===== src/rtl/apb_master_bridge_if.sv =====
// Command/response port plus APB4 requester signals of the bridge, bundled for port hookup.
// master = bridge view, slave = command source / APB completer / response sink view.
interface apb_master_bridge_if #(
   parameter int DATA_WIDTH = 32,
   parameter int ADDR_WIDTH = 10,
   parameter int SLV_CNT    = 4
) ();
   logic                      cmd_valid;
   logic                      cmd_ready;
   logic [ADDR_WIDTH-1:0]     cmd_addr;
   logic                      cmd_write;
   logic [DATA_WIDTH-1:0]     cmd_wdata;
   logic [DATA_WIDTH/8-1:0]   cmd_strb;
   logic [2:0]                cmd_prot;

   logic                      rsp_valid;
   logic                      rsp_ready;
   logic [DATA_WIDTH-1:0]     rsp_rdata;
   logic                      rsp_err;

   logic [ADDR_WIDTH-1:0]     PADDR;
   logic [SLV_CNT-1:0]        PSELx;
   logic                      PENABLE;
   logic                      PWRITE;
   logic [DATA_WIDTH-1:0]     PWDATA;
   logic [DATA_WIDTH/8-1:0]   PSTRB;
   logic [2:0]                PPROT;
   logic                      PREADY;
   logic [DATA_WIDTH-1:0]     PRDATA;
   logic                      PSLVERR;

   modport master (
      input  cmd_valid, cmd_addr, cmd_write, cmd_wdata, cmd_strb, cmd_prot,
      output cmd_ready,
      output rsp_valid, rsp_rdata, rsp_err,
      input  rsp_ready,
      output PADDR, PSELx, PENABLE, PWRITE, PWDATA, PSTRB, PPROT,
      input  PREADY, PRDATA, PSLVERR
   );

   modport slave (
      output cmd_valid, cmd_addr, cmd_write, cmd_wdata, cmd_strb, cmd_prot,
      input  cmd_ready,
      input  rsp_valid, rsp_rdata, rsp_err,
      output rsp_ready,
      input  PADDR, PSELx, PENABLE, PWRITE, PWDATA, PSTRB, PPROT,
      output PREADY, PRDATA, PSLVERR
   );
endinterface


===== src/rtl/apb_master_bridge.sv =====
// APB4 requester: one command at a time, SETUP/ACCESS with decode-error and PREADY-timeout aborts.
// Zero-wait latency 3 cycles accept-to-response; cmd_ready only in IDLE, response held until rsp_ready.
module apb_master_bridge #(
   parameter int DATA_WIDTH     = 32,
   parameter int ADDR_WIDTH     = 10,
   parameter int SLV_ADDR_WIDTH = 8,
   parameter int SLV_CNT        = 4,
   parameter int TIMEOUT        = 16
) (
   input  logic                 PCLK,
   input  logic                 PRESETn,
   apb_master_bridge_if.master  bus
);

   localparam int IDX_W = ADDR_WIDTH - SLV_ADDR_WIDTH;
   localparam int STRB_W = DATA_WIDTH / 8;
   localparam int CNT_W = (TIMEOUT > 0) ? $clog2(TIMEOUT + 1) : 1;
   localparam logic [CNT_W-1:0] CNT_MAX = '1;

   typedef enum logic [1:0] {
      S_IDLE   = 2'd0,
      S_SETUP  = 2'd1,
      S_ACCESS = 2'd2,
      S_RESP   = 2'd3
   } state_t;

   state_t                  state_q, state_d;
   logic [ADDR_WIDTH-1:0]   paddr_q, paddr_d;
   logic [SLV_CNT-1:0]      psel_q, psel_d;
   logic                    penable_q, penable_d;
   logic                    pwrite_q, pwrite_d;
   logic [DATA_WIDTH-1:0]   pwdata_q, pwdata_d;
   logic [STRB_W-1:0]       pstrb_q, pstrb_d;
   logic [2:0]              pprot_q, pprot_d;
   logic                    rsp_valid_q, rsp_valid_d;
   logic [DATA_WIDTH-1:0]   rsp_rdata_q, rsp_rdata_d;
   logic                    rsp_err_q, rsp_err_d;
   logic [CNT_W-1:0]        cnt_q, cnt_d;

   logic [IDX_W-1:0]        idx;
   logic                    idx_ok;
   logic                    timeout_hit;

   assign idx    = bus.cmd_addr[ADDR_WIDTH-1:SLV_ADDR_WIDTH];
   assign idx_ok = (32'(idx) < SLV_CNT);
   // cnt_q counts completed wait cycles of this ACCESS phase, so TIMEOUT-1 marks the last allowed one.
   assign timeout_hit = (TIMEOUT != 0) && (32'(cnt_q) == TIMEOUT - 1);

   always_ff @(posedge PCLK or negedge PRESETn) begin
      if (!PRESETn) begin
         state_q     <= S_IDLE;
         paddr_q     <= '0;
         psel_q      <= '0;
         penable_q   <= 1'b0;
         pwrite_q    <= 1'b0;
         pwdata_q    <= '0;
         pstrb_q     <= '0;
         pprot_q     <= '0;
         rsp_valid_q <= 1'b0;
         rsp_rdata_q <= '0;
         rsp_err_q   <= 1'b0;
         cnt_q       <= '0;
      end else begin
         state_q     <= state_d;
         paddr_q     <= paddr_d;
         psel_q      <= psel_d;
         penable_q   <= penable_d;
         pwrite_q    <= pwrite_d;
         pwdata_q    <= pwdata_d;
         pstrb_q     <= pstrb_d;
         pprot_q     <= pprot_d;
         rsp_valid_q <= rsp_valid_d;
         rsp_rdata_q <= rsp_rdata_d;
         rsp_err_q   <= rsp_err_d;
         cnt_q       <= cnt_d;
      end
   end

   always_comb begin
      state_d     = state_q;
      paddr_d     = paddr_q;
      psel_d      = psel_q;
      penable_d   = penable_q;
      pwrite_d    = pwrite_q;
      pwdata_d    = pwdata_q;
      pstrb_d     = pstrb_q;
      pprot_d     = pprot_q;
      rsp_valid_d = rsp_valid_q;
      rsp_rdata_d = rsp_rdata_q;
      rsp_err_d   = rsp_err_q;
      cnt_d       = cnt_q;

      unique case (state_q)
         S_IDLE: begin
            if (bus.cmd_valid) begin
               if (idx_ok) begin
                  paddr_d   = bus.cmd_addr;
                  pwrite_d  = bus.cmd_write;
                  pwdata_d  = bus.cmd_wdata;
                  pprot_d   = bus.cmd_prot;
                  pstrb_d   = bus.cmd_write ? bus.cmd_strb : '0;
                  psel_d    = SLV_CNT'(1) << idx;
                  penable_d = 1'b0;
                  state_d   = S_SETUP;
               end else begin
                  rsp_err_d   = 1'b1;
                  rsp_rdata_d = '0;
                  rsp_valid_d = 1'b1;
                  state_d     = S_RESP;
               end
            end
         end

         S_SETUP: begin
            penable_d = 1'b1;
            cnt_d     = '0;
            state_d   = S_ACCESS;
         end

         S_ACCESS: begin
            // PREADY is checked first so a completion on the timeout cycle is not an error.
            if (bus.PREADY) begin
               rsp_rdata_d = (pwrite_q || bus.PSLVERR) ? '0 : bus.PRDATA;
               rsp_err_d   = bus.PSLVERR;
               psel_d      = '0;
               penable_d   = 1'b0;
               rsp_valid_d = 1'b1;
               state_d     = S_RESP;
            end else begin
               if (cnt_q != CNT_MAX) begin
                  cnt_d = cnt_q + CNT_W'(1);
               end
               if (timeout_hit) begin
                  psel_d      = '0;
                  penable_d   = 1'b0;
                  rsp_err_d   = 1'b1;
                  rsp_rdata_d = '0;
                  rsp_valid_d = 1'b1;
                  state_d     = S_RESP;
               end
            end
         end

         S_RESP: begin
            if (bus.rsp_ready) begin
               rsp_valid_d = 1'b0;
               state_d     = S_IDLE;
            end
         end

         default: begin
            state_d = S_IDLE;
         end
      endcase
   end

   assign bus.cmd_ready = (state_q == S_IDLE);
   assign bus.rsp_valid = rsp_valid_q;
   assign bus.rsp_rdata = rsp_rdata_q;
   assign bus.rsp_err   = rsp_err_q;
   assign bus.PADDR     = paddr_q;
   assign bus.PSELx     = psel_q;
   assign bus.PENABLE   = penable_q;
   assign bus.PWRITE    = pwrite_q;
   assign bus.PWDATA    = pwdata_q;
   assign bus.PSTRB     = pstrb_q;
   assign bus.PPROT     = pprot_q;

   a_psel_onehot: assert property (@(posedge PCLK) disable iff (!PRESETn) $onehot0(psel_q));
   a_penable_sel: assert property (@(posedge PCLK) disable iff (!PRESETn) penable_q |-> (psel_q != '0));

endmodule


===== src/flat_wrapper.sv =====
// flat-port wrapper written by rule: the top's interface ports become plain ports
module apb_master_bridge_flat 
#(
   parameter int DATA_WIDTH     = 32,
   parameter int ADDR_WIDTH     = 10,
   parameter int SLV_ADDR_WIDTH = 8,
   parameter int SLV_CNT        = 4,
   parameter int TIMEOUT        = 16
)
  (PCLK, PRESETn, bus_cmd_valid, bus_cmd_addr, bus_cmd_write, bus_cmd_wdata, bus_cmd_strb, bus_cmd_prot, bus_cmd_ready, bus_rsp_valid, bus_rsp_rdata, bus_rsp_err, bus_rsp_ready, bus_PADDR, bus_PSELx, bus_PENABLE, bus_PWRITE, bus_PWDATA, bus_PSTRB, bus_PPROT, bus_PREADY, bus_PRDATA, bus_PSLVERR);
  apb_master_bridge_if #(.DATA_WIDTH(DATA_WIDTH), .ADDR_WIDTH(ADDR_WIDTH), .SLV_CNT(SLV_CNT)) bus_i ();
  input  logic PCLK;
  input  logic PRESETn;
  input wire logic [$bits(bus_i.cmd_valid)-1:0] bus_cmd_valid;
  input wire logic [$bits(bus_i.cmd_addr)-1:0] bus_cmd_addr;
  input wire logic [$bits(bus_i.cmd_write)-1:0] bus_cmd_write;
  input wire logic [$bits(bus_i.cmd_wdata)-1:0] bus_cmd_wdata;
  input wire logic [$bits(bus_i.cmd_strb)-1:0] bus_cmd_strb;
  input wire logic [$bits(bus_i.cmd_prot)-1:0] bus_cmd_prot;
  output wire logic [$bits(bus_i.cmd_ready)-1:0] bus_cmd_ready;
  output wire logic [$bits(bus_i.rsp_valid)-1:0] bus_rsp_valid;
  output wire logic [$bits(bus_i.rsp_rdata)-1:0] bus_rsp_rdata;
  output wire logic [$bits(bus_i.rsp_err)-1:0] bus_rsp_err;
  input wire logic [$bits(bus_i.rsp_ready)-1:0] bus_rsp_ready;
  output wire logic [$bits(bus_i.PADDR)-1:0] bus_PADDR;
  output wire logic [$bits(bus_i.PSELx)-1:0] bus_PSELx;
  output wire logic [$bits(bus_i.PENABLE)-1:0] bus_PENABLE;
  output wire logic [$bits(bus_i.PWRITE)-1:0] bus_PWRITE;
  output wire logic [$bits(bus_i.PWDATA)-1:0] bus_PWDATA;
  output wire logic [$bits(bus_i.PSTRB)-1:0] bus_PSTRB;
  output wire logic [$bits(bus_i.PPROT)-1:0] bus_PPROT;
  input wire logic [$bits(bus_i.PREADY)-1:0] bus_PREADY;
  input wire logic [$bits(bus_i.PRDATA)-1:0] bus_PRDATA;
  input wire logic [$bits(bus_i.PSLVERR)-1:0] bus_PSLVERR;
  assign bus_i.cmd_valid = bus_cmd_valid;
  assign bus_i.cmd_addr = bus_cmd_addr;
  assign bus_i.cmd_write = bus_cmd_write;
  assign bus_i.cmd_wdata = bus_cmd_wdata;
  assign bus_i.cmd_strb = bus_cmd_strb;
  assign bus_i.cmd_prot = bus_cmd_prot;
  assign bus_cmd_ready = bus_i.cmd_ready;
  assign bus_rsp_valid = bus_i.rsp_valid;
  assign bus_rsp_rdata = bus_i.rsp_rdata;
  assign bus_rsp_err = bus_i.rsp_err;
  assign bus_i.rsp_ready = bus_rsp_ready;
  assign bus_PADDR = bus_i.PADDR;
  assign bus_PSELx = bus_i.PSELx;
  assign bus_PENABLE = bus_i.PENABLE;
  assign bus_PWRITE = bus_i.PWRITE;
  assign bus_PWDATA = bus_i.PWDATA;
  assign bus_PSTRB = bus_i.PSTRB;
  assign bus_PPROT = bus_i.PPROT;
  assign bus_i.PREADY = bus_PREADY;
  assign bus_i.PRDATA = bus_PRDATA;
  assign bus_i.PSLVERR = bus_PSLVERR;
  apb_master_bridge #(.DATA_WIDTH(DATA_WIDTH), .ADDR_WIDTH(ADDR_WIDTH), .SLV_ADDR_WIDTH(SLV_ADDR_WIDTH), .SLV_CNT(SLV_CNT), .TIMEOUT(TIMEOUT)) u_core (.PCLK(PCLK), .PRESETn(PRESETn), .bus(bus_i));
endmodule

===== config.mk =====
export PLATFORM = sky130hd
export DESIGN_NAME = apb_master_bridge_flat
export DESIGN_NICKNAME = d
export VERILOG_FILES = /design/src/rtl/apb_master_bridge_if.sv /design/src/rtl/apb_master_bridge.sv /design/src/flat_wrapper.sv
export SDC_FILE = /design/constraint.sdc
export NUM_CORES = 1
export LEC_CHECK = 0
export ABC_AREA = 0
export BUFFER_PORTS_ARGS = -buffer_cell sky130_fd_sc_hd__buf_2
export CELL_PAD_IN_SITES_DETAIL_PLACEMENT = 0
export CELL_PAD_IN_SITES_GLOBAL_PLACEMENT = 1
export CORE_MARGIN = 3
export CORE_UTILIZATION = 36
export CTS_CLUSTER_DIAMETER = 120
export CTS_CLUSTER_SIZE = 40
export DETAILED_ROUTE_END_ITERATION = 10
export GPL_TIMING_DRIVEN = 0
export PLACE_DENSITY = 0.79
export RECOVER_POWER = 25
export SYNTH_ARGS = -nofsm -noshare
export SYNTH_HDL_FRONTEND = slang
export SYNTH_SLANG_ARGS = --single-unit

===== constraint.sdc =====
create_clock -name PCLK -period 2.6 [get_ports PCLK]
set_clock_uncertainty 0.1 [all_clocks]
set_input_delay 0.26 -clock PCLK [delete_from_list [all_inputs] [get_ports PCLK]]
set_output_delay 0.26 -clock PCLK [all_outputs]
set_load 0.03 [all_outputs]

==> results of run 1 <==
-- power breakdown --
part | internal, W | total, W | leakage, nW | switching [W]
sequential | 0.00220 | 0.00256 | 1.21 | 0.000364
clock | 0.000352 | 0.000860 | 0.0794 | 0.000508
combinational | 0.00122 | 0.00350 | 1.31 | 0.00229
total | 0.00377 | 0.00692 | 2.59 | 0.00316
-- metal layers --
| layer | track usage (%) | part of all wire [%] |
|---|---|---|
| met1 | 19.44 | 42 |
| met2 | 27.13 | 52 |
| met3 | 2.627 | 5.2 |
| met4 | 5.320 | 1.5 |
| met5 | 0 | 0 |
-- final cells by class --
| type | instances | area, um^2 |
|---|---|---|
| Buffer | 12 | 58.81 |
| Clock buffer | 10 | 127.6 |
| Clock inverter | 5 | 41.29 |
| Fill cell | 942 | 4979 |
| Inverter | 6 | 22.52 |
| Multi-Input combinational cell | 146 | 1275 |
| Sequential cell | 96 | 2402 |
| Tap cell | 133 | 166.4 |
| Timing Repair Buffer | 179 | 882.1 |
-- cells by family after synthesis --
group           count (synthesis)  synth area share [%]
compound gates                 50                 10.55
fa+ha+maj                       8                 2.663
buf+inv                        18                 2.164
flops                          96                 63.91
mux                            53                 15.85
simple gates                   35                 4.860
-- metrics by stage --
| stage | instances | hold WS, ps | instance area [um^2] | setup WS (ps) |
|---|---|---|---|---|
| 2_1_floorplan | 260 | -135.6 | 3759 | 673.7 |
| 3_3_place_gp | 570 | 363.0 | 4811 | 222.0 |
| 3_5_place_dp | 571 | 215.3 | 4841 | 463.7 |
| 4_1_cts | 587 | 11.51 | 5020 | 438.5 |
| 5_1_grt | 587 | 9.008 | 4976 | 151.1 |
| 6_report | 587 | 34.07 | 4976 | 441.5 |
-- repair_timing --
item	CTS	global route
endpoints found under the hold margin	48	0
hold buffers	1	0
endpoints found under the setup margin	0	0
-- flip-flops by register name, indices dropped and copies added, names as in the netlist --
signal	cells
u_core.bus.PADDR	10
u_core.bus.PENABLE	1
u_core.bus.PPROT	3
u_core.bus.PSELx	4
u_core.bus.PSTRB	4
u_core.bus.PWDATA	32
u_core.bus.PWRITE	1
u_core.bus.rsp_err	1
u_core.bus.rsp_rdata	32
u_core.bus.rsp_valid	1
u_core.cnt_q	5
u_core.state_q	2
-- final timing paths --
kind,startpoint,endpoint,cells after the start
worst max-delay path,u_core.cnt_q[0],u_core.bus.rsp_rdata[4],6
worst min register to register,u_core.bus.PSTRB[1],u_core.bus.PSTRB[1],2
worst min-delay path,bus_PRDATA[16],u_core.bus.rsp_rdata[16],2
min in group asynchronous,PRESETn,u_core.bus.PWDATA[22],2
max in group asynchronous,PRESETn,u_core.bus.PPROT[1],3
worst max register to register,u_core.cnt_q[0],u_core.bus.rsp_rdata[4],6
-- critical path, stage by stage (launching register included) --
cell and delay, ps:
dfrtp_1 420, ha_1 240, and3_1 210, ha_1 240, o21ai_1 390, buf_2 310
a22o_1 180
-- cells in the final DEF, fill, tap and decap left out, types with 2 or more instances in the layout --
cell type   netlist  layout
mux2_2           52      52
a31oi_1           2       2
nand2_1          13      13
nor2b_1           2       2
a22o_1           32      32
clkbuf_8          0       9
nor3b_1           2       2
a21o_1            4       4
o21ai_0           7       7
clkinvlp_4        0       2
and3_1            2       2
inv_6             0       2
buf_2            11     170
inv_1             6       6
clkbuf_1          1      19
dfrtp_1          96      96
nor2_1            4       4
nor3_1            5       5
ha_1              8       8
nand3_1           2       2
-- cells in the mapped netlist, drive strengths merged --
library cell | count | area [um^2]
o211ai | 1 | 7.510
a22o | 32 | 280.3
nor3 | 6 | 35.03
buf | 11 | 55.05
nand2 | 13 | 48.80
clkbuf | 1 | 3.750
a21o | 4 | 30.03
a32o | 1 | 10.01
inv | 6 | 22.52
or2 | 1 | 6.260
or4 | 1 | 7.510
nor2b | 2 | 12.51
nand3b | 1 | 7.510
a21boi | 1 | 7.510
nor2 | 4 | 15.01
dfrtp | 96 | 2402
ha | 8 | 100.1
nor3b | 3 | 27.52
a31oi | 2 | 12.51
nand3 | 2 | 10.01
mux2 | 52 | 585.6
and3 | 2 | 12.51
o311ai | 1 | 8.760
mux2i | 1 | 10.01
o21ai | 8 | 40.03
==> key figures, run 1 <==
Routing
  • Detailed router's first-iteration violation count: 128
  • Detailed Route WL: 9363 um
  • Routed vias/inst: 4.722
  • Drt pass-1 iters: 4
  • DR WL/cell: 15.95 um
  • DRC Markers: 0
  • Antenna-violating nets left: 0
  • DR vias: 2772

Die
  • Initial Util: 37.76%
  • Die ar.: 11700 um^2
  • Placeable Area: 9955 um^2
  • Die width: 108.2 um
  • Die Y: 108.2 um
  • Number of I/O pins: 178
  • Row count: 36

Synthesis
  • Syn_area_per_cell: 14.46 um^2
  • Post-Syn Nets: 356
  • Synth Warn #: 0
  • Synthesized area: 3759 um^2
  • Sequential share of the synthesized area: 63.91%
  • Mapped Cells: 260
  • Synth Register Bits: 96
  • Cell variety after synth: 28

STA
  • Max Fclk: 463.3 MHz
  • Minimum clock period: 2159 ps
  • Setup violations, final: 0
  • Worst-Margin Slew: 1122 ps
  • Setup TNS Final: 0 ps
  • Slew headroom: 25.19%
  • Final hold vios: 0
  • RSZ-0062 raised after global routing: false
  • Final worst-path cycle share: 83.02%
  • Slew Limit Fails: 0

Pwr
  • Leakage power: 2.592 nW
  • PwrDens: 1392 nW/um^2
  • Maximum vdd drop: 0.6161 mV
  • Tot Pwr: 0.006924 W

Clock network
  • Sink count of the clock tree: 96
  • Cts repair resizes: 0
  • Clock Tree Root: clkbuf_8
  • Later-pin clock latency in the skew report: 340 ps
  • TritonCTS buffer count: 9
  • Clock Path Buffers: 2
  • CTS tree: yes
  • Postcts setup bufs: 0
  • H-tree lvl count: 3
  • Clock transition at path regs: 90 ps

Layout
  • Final core utilization: 49.99%
  • NumNets Final: 546
  • Layout cells sized above 1: 52.86%
  • Antenna diodes: 0
  • Area growth from synthesis to layout: 32.39%

Global routing
  • Largest net degree at the start of global routing: 50
  • GRT overflow: 0
  • Vias in the first global route: 2801
  • First-pass GRT wire length: 14140 um
  • Initial antenna violation count: 0
  • Gr usage total: 15.51%

Critical path
  • Crit-path max FO: 10
  • Crit Path Class: flip-flop to flip-flop
  • Arr. time, crit path: 2330 ps
  • Worst setup SP type: flip-flop
  • FF-to-FF setup slack: 440 ps
  • Critical path required time: 2770 ps
  • Setup crit end kind: flip-flop

Job
  • Max-Cap Viols: 0

Outcome
  • Outcome: completed

Place
  • RD Place Congestion: 0.7743
  • Port Buf Inserts: 177
  • DP Wirelength: 7161 um

Min path
  • Worst Hold Class: primary input to flip-flop
Note: power is estimated with default switching activity, not from simulation.
==> run 2: changes to the inputs <==
Clock period 2.6 ns to 2.3 ns, I/O delays scaled along.
==> run 2 against run 1 <==
Critical path depth is the same. Largest power group unchanged. Global-route usage grew 1.4 points. Sequential power grew 13%. Via count grew 6.9%. Cell count grew 8.3%. Clock power grew 13%. Routed wire length grew 7.8%. Combinational power grew 15%. Fmax grew 4.9%. Highest routed layer unchanged. Critical endpoint is now u_core.bus.PSELx[1]. Count of clock-buffer cells in the layout is the same. Setup slack lost 200 ps.
==> key figures, run 2 (synthesis results as in run 1) <==
Job
  • Max-Cap Viols: 0 (unchanged)

Global routing
  • Vias in the first global route: 3091 (+10%)
  • Gr usage total: 16.92% (+1.4 points)
  • Initial antenna violation count: 0 (unchanged)
  • GRT overflow: 0 (unchanged)
  • Largest net degree at the start of global routing: 50 (unchanged)
  • First-pass GRT wire length: 15440 um (+9.2%)

Routing
  • Routed vias/inst: 4.657 (-1.4%)
  • DR vias: 2962 (+6.9%)
  • Drt pass-1 iters: 4 (unchanged)
  • DR WL/cell: 15.87 um (-0.53%)
  • Detailed router's first-iteration violation count: 168 (+31%)
  • Detailed Route WL: 10090 um (+7.8%)
  • Antenna-violating nets left: 0 (unchanged)
  • DRC Markers: 0 (unchanged)

Critical path
  • Arr. time, crit path: 2190 ps (-140 ps)
  • Crit-path max FO: 4 (-6)
  • Critical path required time: 2430 ps (-340 ps)
  • R2R Path Start: u_core.cnt_q[0]
  • Worst setup startpoint: u_core.cnt_q[0]
  • Crit Path Class: flip-flop to flip-flop
  • Worst setup SP type: flip-flop
  • Setup crit end kind: flip-flop

Die
  • Die Y: 108.2 um (unchanged)
  • Initial Util: 37.76% (unchanged)
  • Die ar.: 11700 um^2 (unchanged)
  • Placeable Area: 9955 um^2 (unchanged)
  • Row count: 36 (unchanged)
  • Number of I/O pins: 178 (unchanged)
  • Die width: 108.2 um (unchanged)

Pwr
  • P_int: 0.004316 W (+15%)
  • Clock Power Share: 12.3% (about the same)
  • Maximum vdd drop: 0.6985 mV (+13%)
  • Comb pwr share: 51.1% (+0.5 points)
  • Leakage power: 2.801 nW (+8.1%)
  • Sw Share: 45.50% (-0.11 points)
  • PwrDens: 1445 nW/um^2 (+3.8%)
  • Switch Pwr: 0.003604 W (+14%)
  • Sequential share of power: 36.6% (-0.4 points)

Place
  • DP Wirelength: 7161 um (unchanged)
  • Inst Count DP: 571 (unchanged)
  • RD Place Congestion: 0.7743 (unchanged)
  • Port Buf Inserts: 177 (unchanged)

STA
  • Slew headroom: 20.49% (-4.7 points)
  • Slew Limit Fails: 0 (unchanged)
  • Setup violations, final: 0 (unchanged)
  • Worst-Margin Slew: 1193 ps (+70.49 ps)
  • Max Fclk: 486.1 MHz (+4.9%)
  • Final hold vios: 0 (unchanged)
  • Minimum clock period: 2057 ps (-101.4 ps)
  • Setup TNS Final: 0 ps (unchanged)
  • Final worst-path cycle share: 89.44% (+6.4 points)
  • RSZ-0062 raised after global routing: false

Clock network
  • Clock transition at path regs: 90 ps (about the same)
  • CTS tree: yes
  • H-tree lvl count: 3 (unchanged)
  • TritonCTS buffer count: 9 (unchanged)
  • Sink count of the clock tree: 96 (unchanged)
  • Postcts setup bufs: 0 (unchanged)
  • Later-pin clock latency in the skew report: 340 ps (about the same)
  • Clock Tree Root: clkbuf_8
  • Clock Path Buffers: 2 (unchanged)

Min path
  • Worst Hold Class: primary input to flip-flop
  • Hold_sp: bus_PRDATA[29]

Layout
  • Non-filler cells in the finished layout: 636 (+8.3%)
  • Layout cells sized above 1: 48.01% (-4.9 points)
  • Area growth from synthesis to layout: 45.87%
  • Leading cell type in the layout, fill and taps excluded: buf_2
  • NumNets Final: 594 (+8.8%)
  • Commonest cells after routing, fill and taps aside: buf_2 (170), dfrtp_1 (96), mux2_2 (52)
  • # fillers: 878 (-6.8%)
  • Final core utilization: 55.08% (+5.1 points)

Outcome
  • Outcome: completed
## run 2: cell count changes in the layout (fill, tap and decap cells not counted)
cell           previous run  this run
dlygate4sd3_1             1        49
buf_16                    0         1
clkbuf_4                  1         0
diode_2                   0         1
o21ai_1                   1         0
o21ai_2                   0         1
## run 2: routing by layer
metal	up-vias	global-route usage, %	wire length, um
li1	1411	-	-
met1	1432	20.41	4061
met2	107	30.73	5318
met3	12	2.507	530
met4	0	5.951	180
met5	-	0	0
## run 2: area by class of cell
cell class	instances	area [um^2]	share of cell area [%]
multi-input combinational	146	1279	23.32
clock inverter	5	41.29	0.7531
buffer	12	58.81	1.073
antenna	1	2.502	0.04564
clock buffer	10	127.6	2.328
tap	133	166.4	3.035
timing repair buffer	227	1383	25.22
inverter	6	22.52	0.4108
sequential	96	2402	43.82
## run 2: critical path: stages, from the launching register on
cell and delay (ps):
dfrtp_1 400, ha_1 210, and3_1 200, ha_1 250, nor3b_2 90, nor3_2 320
mux2_2 380
## run 2: what timing repair did
item	4_1_cts	5_1_grt
hold buffers	47	2
endpoints found under the hold margin	94	2
gates resized for setup	0	1
setup endpoints to repair	0	1
## run 2: final timing paths
check / to / slack, ps / cells after the start
min in group asynchronous: u_core.bus.PWDATA[22] / 550 / 2
max reg2reg: u_core.bus.PSELx[1] / 240 / 6
max: u_core.bus.PSELx[1] / 240 / 6
min: u_core.bus.rsp_rdata[29] / 20 / 2
min reg2reg: u_core.bus.PSTRB[1] / 380 / 2
max in group asynchronous: u_core.bus.PPROT[1] / 720 / 3
## run 2: power by group through the flow
| stage | Sequential [W] | Clock [W] | Combinational (W) |
|---|---|---|---|
| after floorplan | 0.00444 | 0 | 0.00125 |
| after global placement | 0.00287 | 0 | 0.00398 |
| after detailed placement | 0.00293 | 0 | 0.00405 |
| after CTS | 0.00289 | 0.00102 | 0.00413 |
| after global routing | 0.00300 | 0.00111 | 0.00430 |
| final | 0.00290 | 0.000976 | 0.00404 |
## run 2: metrics by stage
step	area [um^2]	hold WS [ps]	worst slack, ps	power (W)
global placement	4811	350.1	-48.01	0.006854
detailed placement	4841	185.3	163.7	0.006980
floorplan	3759	-165.6	373.7	0.005686
CTS	5480	2.513	138.5	0.008046
global route	5480	1.792	105.2	0.008407
finish	5483	19.49	242.9	0.007920
